`config.mk`:
```
export PLATFORM = sky130hd
export DESIGN_NAME = image_row_reader_flat
export DESIGN_NICKNAME = d
export VERILOG_FILES = /design/src/rtl/image_row_reader_pkg.sv /design/src/rtl/image_row_reader_if.sv /design/src/rtl/image_row_reader_stream_skid_fifo.sv /design/src/rtl/image_row_reader.sv /design/src/flat_wrapper.sv
export SDC_FILE = /design/constraint.sdc
export NUM_CORES = 1
export LEC_CHECK = 0
export BUFFER_PORTS_ARGS = -buffer_cell sky130_fd_sc_hd__buf_4
export CAP_MARGIN = 5
export CORE_ASPECT_RATIO = 1.5
export CORE_MARGIN = 4
export CORE_UTILIZATION = 50
export CTS_CLUSTER_DIAMETER = 100
export CTS_CLUSTER_SIZE = 16
export DETAILED_ROUTE_END_ITERATION = 16
export GPL_ROUTABILITY_DRIVEN = 0
export PLACE_DENSITY_LB_ADDON = 0.05
export SETUP_SLACK_MARGIN = 0.15
export SYNTH_ARGS = -nofsm -noshare
export SYNTH_HDL_FRONTEND = slang
export SYNTH_SLANG_ARGS = --single-unit
```
`constraint.sdc`:
```
create_clock -name clk -period 2.51 [get_ports clk]
set_clock_uncertainty 0.2 [all_clocks]
set_input_delay 0.251 -clock clk [delete_from_list [all_inputs] [get_ports clk]]
set_output_delay 0.251 -clock clk [all_outputs]
set_load 0.1 [all_outputs]
```
`src/rtl/image_row_reader_pkg.sv`:
```
`default_nettype none
// ============================================================================
// Module  : image_row_reader_pkg
// Purpose : Shared widths and the reader state encoding for the image
//           pipeline row-buffer read side.
// Revision: 1.0  initial release
// ============================================================================
package image_row_reader_pkg;

   // Row buffer address width (depth = 2**ROW_ADDR_W pixels)
   localparam int ROW_ADDR_W = 11;

   // Pixel width (RGB565)
   localparam int PIX_W = 16;

   // Reader control states
   typedef enum logic [1:0] {
      IDLE  = 2'd0,
      READ  = 2'd1,
      DRAIN = 2'd2
   } reader_state_t;

endpackage : image_row_reader_pkg
`default_nettype wire

```
`src/rtl/image_row_reader_if.sv`:
```
`default_nettype none
// ============================================================================
// Module  : image_row_reader_if
// Purpose : Pixel output stream (valid/ready with end-of-row flag) between
//           the row reader and the display/output pipeline.
// Revision: 1.0  initial release
// ============================================================================
interface image_row_reader_if
   import image_row_reader_pkg::*;
#(
   parameter int DATA_W = PIX_W
) ();

   logic              m_valid;
   logic              m_ready;
   logic [DATA_W-1:0] m_data;
   logic              m_last;

   // Producer side: drives the pixel and its qualifiers
   modport master (
      output m_valid,
      output m_data,
      output m_last,
      input  m_ready
   );

   // Consumer side: accepts pixels
   modport slave (
      input  m_valid,
      input  m_data,
      input  m_last,
      output m_ready
   );

endinterface : image_row_reader_if
`default_nettype wire

```
`src/rtl/image_row_reader_stream_skid_fifo.sv`:
```
`default_nettype none
// ============================================================================
// Module  : stream_skid_fifo
// Purpose : Two-entry FIFO holding {last, data} for the pixel stream. The
//           head entry is presented directly on the output; a push and a pop
//           in the same cycle leave the occupancy unchanged.
// Revision: 1.0  initial release
// ============================================================================
module stream_skid_fifo
   import image_row_reader_pkg::*;
#(
   parameter int WIDTH = PIX_W + 1
) (
   input  logic             clk,
   input  logic             reset,
   input  logic             push,
   input  logic [WIDTH-1:0] push_data,
   input  logic             pop,
   output logic             out_valid,
   output logic [WIDTH-1:0] out_data,
   output logic [1:0]       count
);

   logic [WIDTH-1:0] mem [2];
   logic             wr_ptr;
   logic             rd_ptr;
   logic             do_push;
   logic             do_pop;

   // Head of the FIFO is always visible; storage is cleared on reset so the
   // output data reads as zero after reset.
   assign out_valid = (count != 2'd0);
   assign out_data  = mem[rd_ptr];

   // A pop is only honoured when an entry exists; a push into a full FIFO is
   // only honoured when the head leaves in the same cycle.
   assign do_pop  = pop & out_valid;
   assign do_push = push & ((count != 2'd2) | do_pop);

   // Storage, pointers and occupancy update
   always_ff @(posedge clk or posedge reset) begin
      if (reset) begin
         mem[0] <= '0;
         mem[1] <= '0;
         wr_ptr <= 1'b0;
         rd_ptr <= 1'b0;
         count  <= 2'd0;
      end else begin
         if (do_push) begin
            mem[wr_ptr] <= push_data;
            wr_ptr      <= ~wr_ptr;
         end
         if (do_pop) begin
            rd_ptr <= ~rd_ptr;
         end
         case ({do_push, do_pop})
            2'b10:   count <= count + 2'd1;
            2'b01:   count <= count - 2'd1;
            default: count <= count;
         endcase
      end
   end

endmodule : stream_skid_fifo
`default_nettype wire

```
`src/rtl/image_row_reader.sv`:
```
`default_nettype none
// ============================================================================
// Module  : image_row_reader
// Purpose : Read side of the image row buffer. On a start pulse, reads one
//           row of pixels through the buffer's port B and presents them as a
//           valid/ready stream with a last flag, one pixel per clock when the
//           consumer is ready.
// Revision: 1.0  initial release
// ============================================================================
module image_row_reader
   import image_row_reader_pkg::*;
#(
   parameter int ADDR_W = ROW_ADDR_W,
   parameter int DATA_W = PIX_W,
   parameter int RD_LAT = 1
) (
   input  logic              clk,
   input  logic              reset,
   input  logic              start,
   input  logic [ADDR_W-1:0] row_base,
   input  logic [ADDR_W:0]   row_len,
   output logic              busy,
   output logic              done,
   output logic              rd_ce,
   output logic              rd_oce,
   output logic              rd_wre,
   output logic [ADDR_W-1:0] rd_addr,
   input  logic [DATA_W-1:0] rd_data,
   image_row_reader_if.master m
);

   reader_state_t     state;
   reader_state_t     state_nxt;

   logic [ADDR_W:0]   len_q;       // pixel count of the current row
   logic [ADDR_W:0]   issued;      // reads issued so far in this row
   logic              accept;      // start taken in IDLE
   logic              zero_row;    // start taken with an empty row
   logic              row_done;    // final pixel leaves the stream
   logic              issue_last;  // read being issued fetches the final pixel
   logic              pop;         // output handshake

   // One bit per read still travelling through the BRAM pipeline, with the
   // last-pixel tag riding alongside so it lands in the FIFO with its data.
   logic [RD_LAT-1:0] pipe_vld;
   logic [RD_LAT-1:0] pipe_last;

   logic [7:0]        inflight_cnt;
   logic [7:0]        occupancy;   // FIFO entries plus reads in flight, after this cycle's pop
   logic [1:0]        fifo_count;
   logic              fifo_valid;
   logic [DATA_W:0]   fifo_head;

   // Port B is a pure read port with the output register always enabled
   assign rd_oce = 1'b1;
   assign rd_wre = 1'b0;

   assign busy       = (state != IDLE);
   assign pop        = fifo_valid & m.m_ready;
   assign issue_last = (issued == (len_q - (ADDR_W+1)'(1)));

   // Stream outputs come straight from the FIFO head
   assign m.m_valid = fifo_valid;
   assign m.m_data  = fifo_head[DATA_W-1:0];
   assign m.m_last  = fifo_head[DATA_W];

   // Count reads in flight and the resulting buffer pressure. A read is only
   // issued while this stays below the FIFO depth, so every returning pixel
   // is guaranteed a slot.
   always_comb begin
      inflight_cnt = 8'd0;
      for (int i = 0; i < RD_LAT; i++) begin
         inflight_cnt = inflight_cnt + 8'(pipe_vld[i]);
      end
      occupancy = 8'(fifo_count) + inflight_cnt - 8'(pop);
   end

   // Next-state and read-issue decisions
   always_comb begin
      state_nxt = state;
      accept    = 1'b0;
      zero_row  = 1'b0;
      row_done  = 1'b0;
      rd_ce     = 1'b0;
      case (state)
         IDLE: begin
            if (start) begin
               accept = 1'b1;
               if (row_len == '0) begin
                  zero_row = 1'b1;
               end else begin
                  state_nxt = READ;
               end
            end
         end
         READ: begin
            if (issued == len_q) begin
               state_nxt = DRAIN;
            end else begin
               rd_ce = (occupancy < 8'd2);
            end
         end
         DRAIN: begin
            if (pop && m.m_last) begin
               state_nxt = IDLE;
               row_done  = 1'b1;
            end
         end
         default: begin
            state_nxt = IDLE;
         end
      endcase
   end

   // State register
   always_ff @(posedge clk or posedge reset) begin
      if (reset) begin
         state <= IDLE;
      end else begin
         state <= state_nxt;
      end
   end

   // Row parameters, read address, issue counter and done pulse
   always_ff @(posedge clk or posedge reset) begin
      if (reset) begin
         len_q   <= '0;
         issued  <= '0;
         rd_addr <= '0;
         done    <= 1'b0;
      end else begin
         done <= zero_row | row_done;
         if (accept) begin
            len_q   <= row_len;
            rd_addr <= row_base;
            issued  <= '0;
         end else if (rd_ce) begin
            // Address wraps naturally at the top of the buffer
            rd_addr <= rd_addr + ADDR_W'(1);
            issued  <= issued + (ADDR_W+1)'(1);
         end
      end
   end

   // Track reads through the BRAM latency; the oldest stage feeds the FIFO
   always_ff @(posedge clk or posedge reset) begin
      if (reset) begin
         pipe_vld  <= '0;
         pipe_last <= '0;
      end else begin
         pipe_vld[0]  <= rd_ce;
         pipe_last[0] <= rd_ce & issue_last;
         for (int i = 1; i < RD_LAT; i++) begin
            pipe_vld[i]  <= pipe_vld[i-1];
            pipe_last[i] <= pipe_last[i-1];
         end
      end
   end

   stream_skid_fifo #(
      .WIDTH (DATA_W + 1)
   ) u_fifo (
      .clk       (clk),
      .reset     (reset),
      .push      (pipe_vld[RD_LAT-1]),
      .push_data ({pipe_last[RD_LAT-1], rd_data}),
      .pop       (pop),
      .out_valid (fifo_valid),
      .out_data  (fifo_head),
      .count     (fifo_count)
   );

endmodule : image_row_reader
`default_nettype wire

```
`src/flat_wrapper.sv`:
```
// flat-port wrapper written by rule: the top's interface ports become plain ports
module image_row_reader_flat import image_row_reader_pkg::*;
#(
   parameter int ADDR_W = ROW_ADDR_W,
   parameter int DATA_W = PIX_W,
   parameter int RD_LAT = 1
)
  (clk, reset, start, row_base, row_len, busy, done, rd_ce, rd_oce, rd_wre, rd_addr, rd_data, m_m_valid, m_m_data, m_m_last, m_m_ready);
  image_row_reader_if #(.DATA_W(DATA_W)) m_i ();
  input  logic clk;
  input  logic reset;
  input  logic start;
  input  logic [ADDR_W-1:0] row_base;
  input  logic [ADDR_W:0] row_len;
  output logic busy;
  output logic done;
  output logic rd_ce;
  output logic rd_oce;
  output logic rd_wre;
  output logic [ADDR_W-1:0] rd_addr;
  input  logic [DATA_W-1:0] rd_data;
  output wire logic [$bits(m_i.m_valid)-1:0] m_m_valid;
  output wire logic [$bits(m_i.m_data)-1:0] m_m_data;
  output wire logic [$bits(m_i.m_last)-1:0] m_m_last;
  input wire logic [$bits(m_i.m_ready)-1:0] m_m_ready;
  assign m_m_valid = m_i.m_valid;
  assign m_m_data = m_i.m_data;
  assign m_m_last = m_i.m_last;
  assign m_i.m_ready = m_m_ready;
  image_row_reader #(.ADDR_W(ADDR_W), .DATA_W(DATA_W), .RD_LAT(RD_LAT)) u_core (.clk(clk), .reset(reset), .start(start), .row_base(row_base), .row_len(row_len), .busy(busy), .done(done), .rd_ce(rd_ce), .rd_oce(rd_oce), .rd_wre(rd_wre), .rd_addr(rd_addr), .rd_data(rd_data), .m(m_i));
endmodule
```
==> impl_results.md, run 1 <==
- Status: finished, violations left
- Failing checks: negative setup slack
- TritonCTS clock tree: done
- Initial drt markers: 83
- Clk buf depth: 2
- Simple-Gate Fraction of Synth Area: 16.74%
- Slew Viols, Final: 0
- Final hold violations: 0
- Register Area: 0.001952 mm^2
- Critical R2R Capture: u_core.issued[5]
- Synth Area per Inst: 10.52 um^2
- FF+latch count, synth: 78
- Floorplan Core Area: 0.008008 mm^2
- Post-route ant nets: 0
- Hold wc startpoint: m_m_ready
- GRT Total Usage: 21.59%
- Pre-Repair DR Iteration Count: 4
- Period Utilization, post-route: 105.3%
- Vias in the first global route: 3,540
- Setup violators final: 12
- Yosys synthesis warning count: 0
- Async set-reset flop share out of synthesis: 100.0%
- Fill cell count: 585
- Hold path cells: 4
- Crit path max fanout: 2
- Final net count: 581
- Compound-gate portion of the synthesized area: 5.701%
- Htree depth: 3
- DRT Wirelength: 9856 um
- R2R cell count: 15
- TritonCTS Buffers: 9
- R2R Path Start: u_core.u_fifo.count[0]
- Vias: 3,329
- Sequential area share after synthesis: 47.56%
- Adder-cell share of the synthesized area: 3.537%
- EDFF count, synth: 0
- CTS clk-pin slew, worst paths: 60 ps
- RSZ-0062 raised after global routing: yes
- Die Span X: 81.97 um
- Hold EP: u_core.u_fifo.wr_ptr
- Vias per cell: 5.226
- CP Data Required Time: 2060 ps
- Ant diodes: 0
- XOR/XNOR Fraction of Synth Area: 8.110%
- Unique masters post-synth: 50
- Main flop type after synthesis: dfrtp_1
- Placed wire-length estimate: 6387 um
- Final Util: 74.02%
- Post-synthesis mux area share: 14.97%
- Critical Path Sink Type: primary output
- WS Path Type: register to primary output
- Critical path launch point type: register
- Largest net degree at the start of global routing: 79
- Fin crit period: 2642 ps
- Maxcap violations: 0
- Reg-to-reg slack, setup: -90 ps
- Area of the multi-input gates: 0.002148 mm^2
- Num rows: 40
- Largest family of logic cells by synthesized area: simple AND/OR/NAND/NOR gates
- GR Overflow Total: 0
- Starting density of the core: 51.25%
- IO buf count: 74
- Clock sinks: 78
- Post-Syn Area: 0.004104 mm^2
- PnR worst setup slack: -132.0 ps
- Clk Latency, worst-skew pair: 330 ps
- Layout cell share with drive strength beyond 1: 35.71%
- I/O Pins: 77
- Critical Path AT: 2190 ps
- Post-Synthesis Cells: 390
- First-pass GRT wire length: 16,300 um
- Drt wl/cell: 15.47 um
- Area Overhead vs Synth: 44.42%
- DR DRC count: 0
- Initial antenna violation count: 0
- Fmax: 378.5 MHz
- Worst min-delay path class: input port to register
- Synth Net Count: 444
- Die Y: 119.0 um
- Die Area: 0.009751 mm^2
- CTS root buffer: clkbuf_16
[state kept, by name, indices dropped and copies added, names as in the netlist]
signal,count
u_core.issued,12
u_core.done,1
u_core.len_q,12
u_core.rd_addr,11
u_core.u_fifo.count,2
u_core.state,2
u_core.u_fifo.mem,34
u_core.u_fifo.rd_ptr,1
u_core.pipe_vld,1
u_core.pipe_last,1
u_core.u_fifo.wr_ptr,1
[worst max path at each step]
stage / from / to / cells past startpoint
2_1_floorplan: u_core.u_fifo.count[0] / u_core.issued[5] / 12
3_3_place_gp: u_core.pipe_vld / rd_ce / 11
3_5_place_dp: u_core.pipe_vld / rd_ce / 11
4_1_cts: u_core.u_fifo.count[0] / rd_ce / 11
5_1_grt: u_core.u_fifo.count[0] / rd_ce / 11
6_report: u_core.u_fifo.count[0] / rd_ce / 11
[cells in the mapped netlist, drive strengths merged (3+ instances only)]
library cell	instances	area share (%)
mux2i	4	0.98
a21oi	14	1.7
nand4	8	1.2
nor4	7	1.2
and3	11	1.7
nor3	3	0.37
ha	10	3.0
clkbuf	13	1.2
mux2	51	14
inv	12	1.2
o21ai	17	2.2
xnor2	13	2.8
nand3	13	1.6
and2	3	0.46
buf	6	0.85
dfrtp	78	48
nand2	53	4.9
nor2	21	1.9
xor2	25	5.3
[cell families after synthesis]
group,count (synthesis)
fa+ha+maj,11
compound gates,39
mux,55
buf+inv,31
other cells,2
xor+xnor,38
flops,78
simple gates,136
[repair_timing]
action                                  4_1_cts  5_1_grt
hold endpoints to repair                    134        0
buffers inserted                              6        2
endpoints found under the setup margin       24       26
pin swaps                                     8        5
cloned                                        1        0
gates resized for setup                      17        8
hold buffers                                 41        0
[per-layer routing]
metal	GRT usage [%]	share of wire (%)	up-vias
met5	0	0	-
met4	8.940	2.9	0
met3	4.841	3.5	24
met2	38.21	55	70
met1	24.13	39	1618
li1	-	-	1617
[final cells by class]
cell class / count / area share (%)
inverters: 12 / 0.9500
flip-flops and latches: 78 / 32.93
repair buffers: 145 / 21.38
well taps: 105 / 2.217
multi-input cells: 281 / 36.25
clock buffers: 10 / 4.032
clock inverters: 6 / 2.238
[stage by stage]
stage               setup WS (ps)  hold WS (ps)  cell area, um^2  std cells  TNS (ps)
finish                     -132.0         176.4             5927        637    -648.6
global route               -242.8         182.7             5927        637     -3602
CTS                        -151.1         170.2             5868        635    -507.7
detailed placement         -51.88         211.4             4942        571    -119.0
global placement            29.27         201.6             4942        571         0
floorplan                  -49.99         156.4             4156        390    -171.7
[placed cells by master (no fill, tap or decap), types with 2 or more instances in the layout]
cell type | Yosys | layout
buf_4 | 2 | 95
a21oi_2 | 0 | 2
and3_1 | 11 | 11
buf_12 | 0 | 3
dfrtp_1 | 78 | 78
or3_1 | 2 | 2
ha_4 | 0 | 3
mux2i_1 | 4 | 4
inv_2 | 0 | 2
conb_1 | 2 | 2
a21oi_1 | 14 | 11
inv_1 | 11 | 8
nand3_1 | 13 | 13
nand3b_1 | 2 | 2
o21ai_0 | 10 | 8
nor4_1 | 6 | 6
xnor2_1 | 13 | 11
and2_1 | 3 | 3
o21ai_1 | 6 | 8
mux2_1 | 9 | 9
xnor2_2 | 0 | 2
nor2_1 | 21 | 20
dlygate4sd3_1 | 0 | 41
ha_1 | 10 | 6
mux2_2 | 42 | 42
xor2_1 | 25 | 24
bufinv_16 | 0 | 4
nand4b_1 | 2 | 2
nand2_1 | 52 | 51
clkinvlp_4 | 0 | 2
buf_6 | 0 | 5
clkbuf_16 | 0 | 9
nand4_1 | 8 | 8
nor3_1 | 3 | 2
[worst max-delay path: stages (launching register included)]
cell and delay, ps:
dfrtp_1 350, ha_2 200, inv_2 50, ha_4 250
inv_2 30, ha_4 150, ha_4 140, nand3b_1 190
a21oi_4 180, nand2_4 90, inv_8 60, buf_12 160
Power of run 1 is left out: the tool's default activity adds up to more than one toggle a clock period on the data nets, which glitch-free logic cannot reach.
==> inputs of run 2 (changes only) <==
--- a/config.mk
+++ b/config.mk
@@ -7,9 +7,11 @@
 export LEC_CHECK = 0
 export BUFFER_PORTS_ARGS = -buffer_cell sky130_fd_sc_hd__buf_4
 export CAP_MARGIN = 5
+export CELL_PAD_IN_SITES_DETAIL_PLACEMENT = 1
+export CELL_PAD_IN_SITES_GLOBAL_PLACEMENT = 1
 export CORE_ASPECT_RATIO = 1.5
 export CORE_MARGIN = 4
-export CORE_UTILIZATION = 50
+export CORE_UTILIZATION = 39
 export CTS_CLUSTER_DIAMETER = 100
 export CTS_CLUSTER_SIZE = 16
 export DETAILED_ROUTE_END_ITERATION = 16
==> run 2 against run 1 <==
The flow still finishes with violations (negative setup slack). Highest routed layer unchanged. Clock-buffer cell count rose by 1. Final cell count up 6.3%. First-iteration DRC count down 22%. Wire length rose by 17%. Hold slack got worse by 160 ps. Largest cell class unchanged. Critical path depth stayed put.
==> impl_results.md, run 2 (synthesis results as in run 1) <==
- Status: finished, violations left (unchanged)
- Failing checks: negative setup slack (unchanged)
- Clk Latency, worst-skew pair: 340 ps (was 330 ps)
- Slew Viols, Final: 0 (unchanged)
- CTS clk-pin slew, worst paths: 60 ps (about the same)
- Vias: 3,424 (was 3,329)
- Fin cells: 677 (was 637)
- Critical Path AT: 2260 ps (was 2190 ps)
- Worst min-delay path class: input port to register (unchanged)
- Period Utilization, post-route: 108.0% (was 105.3%)
- Clock sinks: 78 (unchanged)
- Worst slew pin tran: 562.2 ps
- Die Span X: 91.76 um (was 81.97 um)
- Initial antenna violation count: 0 (unchanged)
- Placed cells: 614 (was 571)
- Clk buf depth: 2 (unchanged)
- TritonCTS Buffers: 9 (unchanged)
- Placed wire-length estimate: 7883 um (was 6387 um)
- Rel. slew slack: 62.43%
- I/O Pins: 77 (unchanged)
- CTS root buffer: clkbuf_16 (unchanged)
- Largest net degree at the start of global routing: 41 (was 79)
- Starting density of the core: 40.27% (was 51.25%)
- Floorplan Core Area: 0.01019 mm^2 (was 0.008008 mm^2)
- TNS Setup: -1169 ps (was -648.6 ps)
- Area Overhead vs Synth: 45.09% (was 44.42%)
- CP Data Required Time: 2060 ps (about the same)
- Htree depth: 3 (unchanged)
- IO buf count: 74 (unchanged)
- Fin crit period: 2712 ps (was 2642 ps)
- Die Area: 0.01226 mm^2 (was 0.009751 mm^2)
- Num rows: 45 (was 40)
- Fin area: 0.005954 mm^2 (was 0.005927 mm^2)
- First-pass GRT wire length: 19,000 um (was 16,300 um)
- Register Area: 0.001952 mm^2 (unchanged)
- Initial drt markers: 65 (was 83)
- Regs by FF count: u_core.u_fifo.mem x34, u_core.issued x12, u_core.len_q x12 (unchanged)
- Vias in the first global route: 3,836 (was 3,540)
- GRT Total Usage: 19.50% (was 21.59%)
- Most frequent cells in the layout: buf_4, dfrtp_1, nand2_1 (unchanged)
- Commonest non-fill, non-tap cell in the layout: buf_4 (unchanged)
- GR Overflow Total: 0 (unchanged)
- Vias per cell: 5.058 (was 5.226)
- Final net count: 585 (was 581)
- WS Path Type: register to primary output (unchanged)
- DP Area: 0.005042 mm^2 (was 0.004942 mm^2)
- Critical Path Sink Type: primary output (unchanged)
- DRT Wirelength: 11,530 um (was 9856 um)
- Max reg flops: 34 (unchanged)
- Fill cell count: 1,054 (was 585)
- Fmax: 368.7 MHz (was 378.5 MHz)
- Most flop-heavy register: u_core.u_fifo.mem (unchanged)
- Area of the multi-input gates: 0.002146 mm^2 (was 0.002148 mm^2)
- Critical path launch point type: register (unchanged)
- Layout cell share with drive strength beyond 1: 36.57% (was 35.71%)
- Pre-Repair DR Iteration Count: 4 (unchanged)
- Die Y: 133.6 um (was 119.0 um)
- Post-route ant nets: 0 (unchanged)
- Maxcap violations: 0 (unchanged)
- Ant diodes: 0 (unchanged)
- TritonCTS clock tree: done (unchanged)
- DR DRC count: 0 (unchanged)
- Final hold violations: 0 (unchanged)
- PnR worst setup slack: -202.0 ps (was -132.0 ps)
- Setup violators final: 21 (was 12)
- Crit path max fanout: 2 (unchanged)
- RSZ-0062 raised after global routing: yes (unchanged)
- Drt wl/cell: 17.03 um (was 15.47 um)
[run 2: cell types whose count changed in the layout (fill, tap and decap cells not counted), moves of 2 or more]
cell / delta
buf_4: +6
nand3_2: +3
nand3_1: -4
o21ai_1: +2
xnor2_1: +2
o21ai_0: -2
xnor2_2: -2
[run 2: metal layers]
metal	vias up	global-route usage (%)	routed length, um
met5	-	0	0
li1	1626	-	-
met4	0	6.694	233
met3	17	2.655	292
met1	1727	20.27	4373
met2	54	38.96	6629
[run 2: stage by stage]
stage | setup slack (ps) | utilization, % | hold slack, ps
after floorplan | -49.99 | - | 156.4
after global placement | -2.326 | 49.48 | 232.0
after detailed placement | -134.4 | 49.48 | 240.9
after CTS | -185.6 | 57.93 | 4.103
after global routing | -321.9 | 58.43 | 49.37
final | -202.0 | 58.43 | 20.98
[run 2: worst max-delay path, cell delays in order (launching register included)]
cell and delay, ps:
dfrtp_1 350, ha_2 210, inv_2 60, ha_4 260, inv_2 40, ha_4 150
ha_4 140, nand3b_1 150, a21oi_2 160, nand2_2 130, inv_8 90, buf_12 160
[run 2: area by class of cell]
type	count	area share [%]
inverters	12	0.9456
flip-flops and latches	78	32.78
multi-input cells	281	36.04
clock buffers	11	4.076
repair buffers	149	21.41
well taps	141	2.963
clock inverters	5	1.786
[run 2: final timing paths]
kind,start,end,slack (ps),cells after the start
setup / recovery,u_core.pipe_vld,rd_ce,-200,11
max in group asynchronous,reset,u_core.len_q[6],1310,4
hold / removal,start,u_core.done,20,3
min in group asynchronous,reset,u_core.u_fifo.mem[4],420,4
setup reg to reg,u_core.pipe_vld,u_core.issued[10],-140,13
hold reg to reg,u_core.u_fifo.mem[28],u_core.u_fifo.mem[28],290,1
[run 2: what timing repair did]
action | in CTS | in global routing
setup buffers | 5 | 1
hold buffers | 40 | 0
endpoints found under the hold margin | 133 | 0
endpoints found under the setup margin | 23 | 36
resized for setup | 18 | 9
gates cloned | 1 | 0
pin swaps | 10 | 4
Power of run 2 is left out for the same reason.
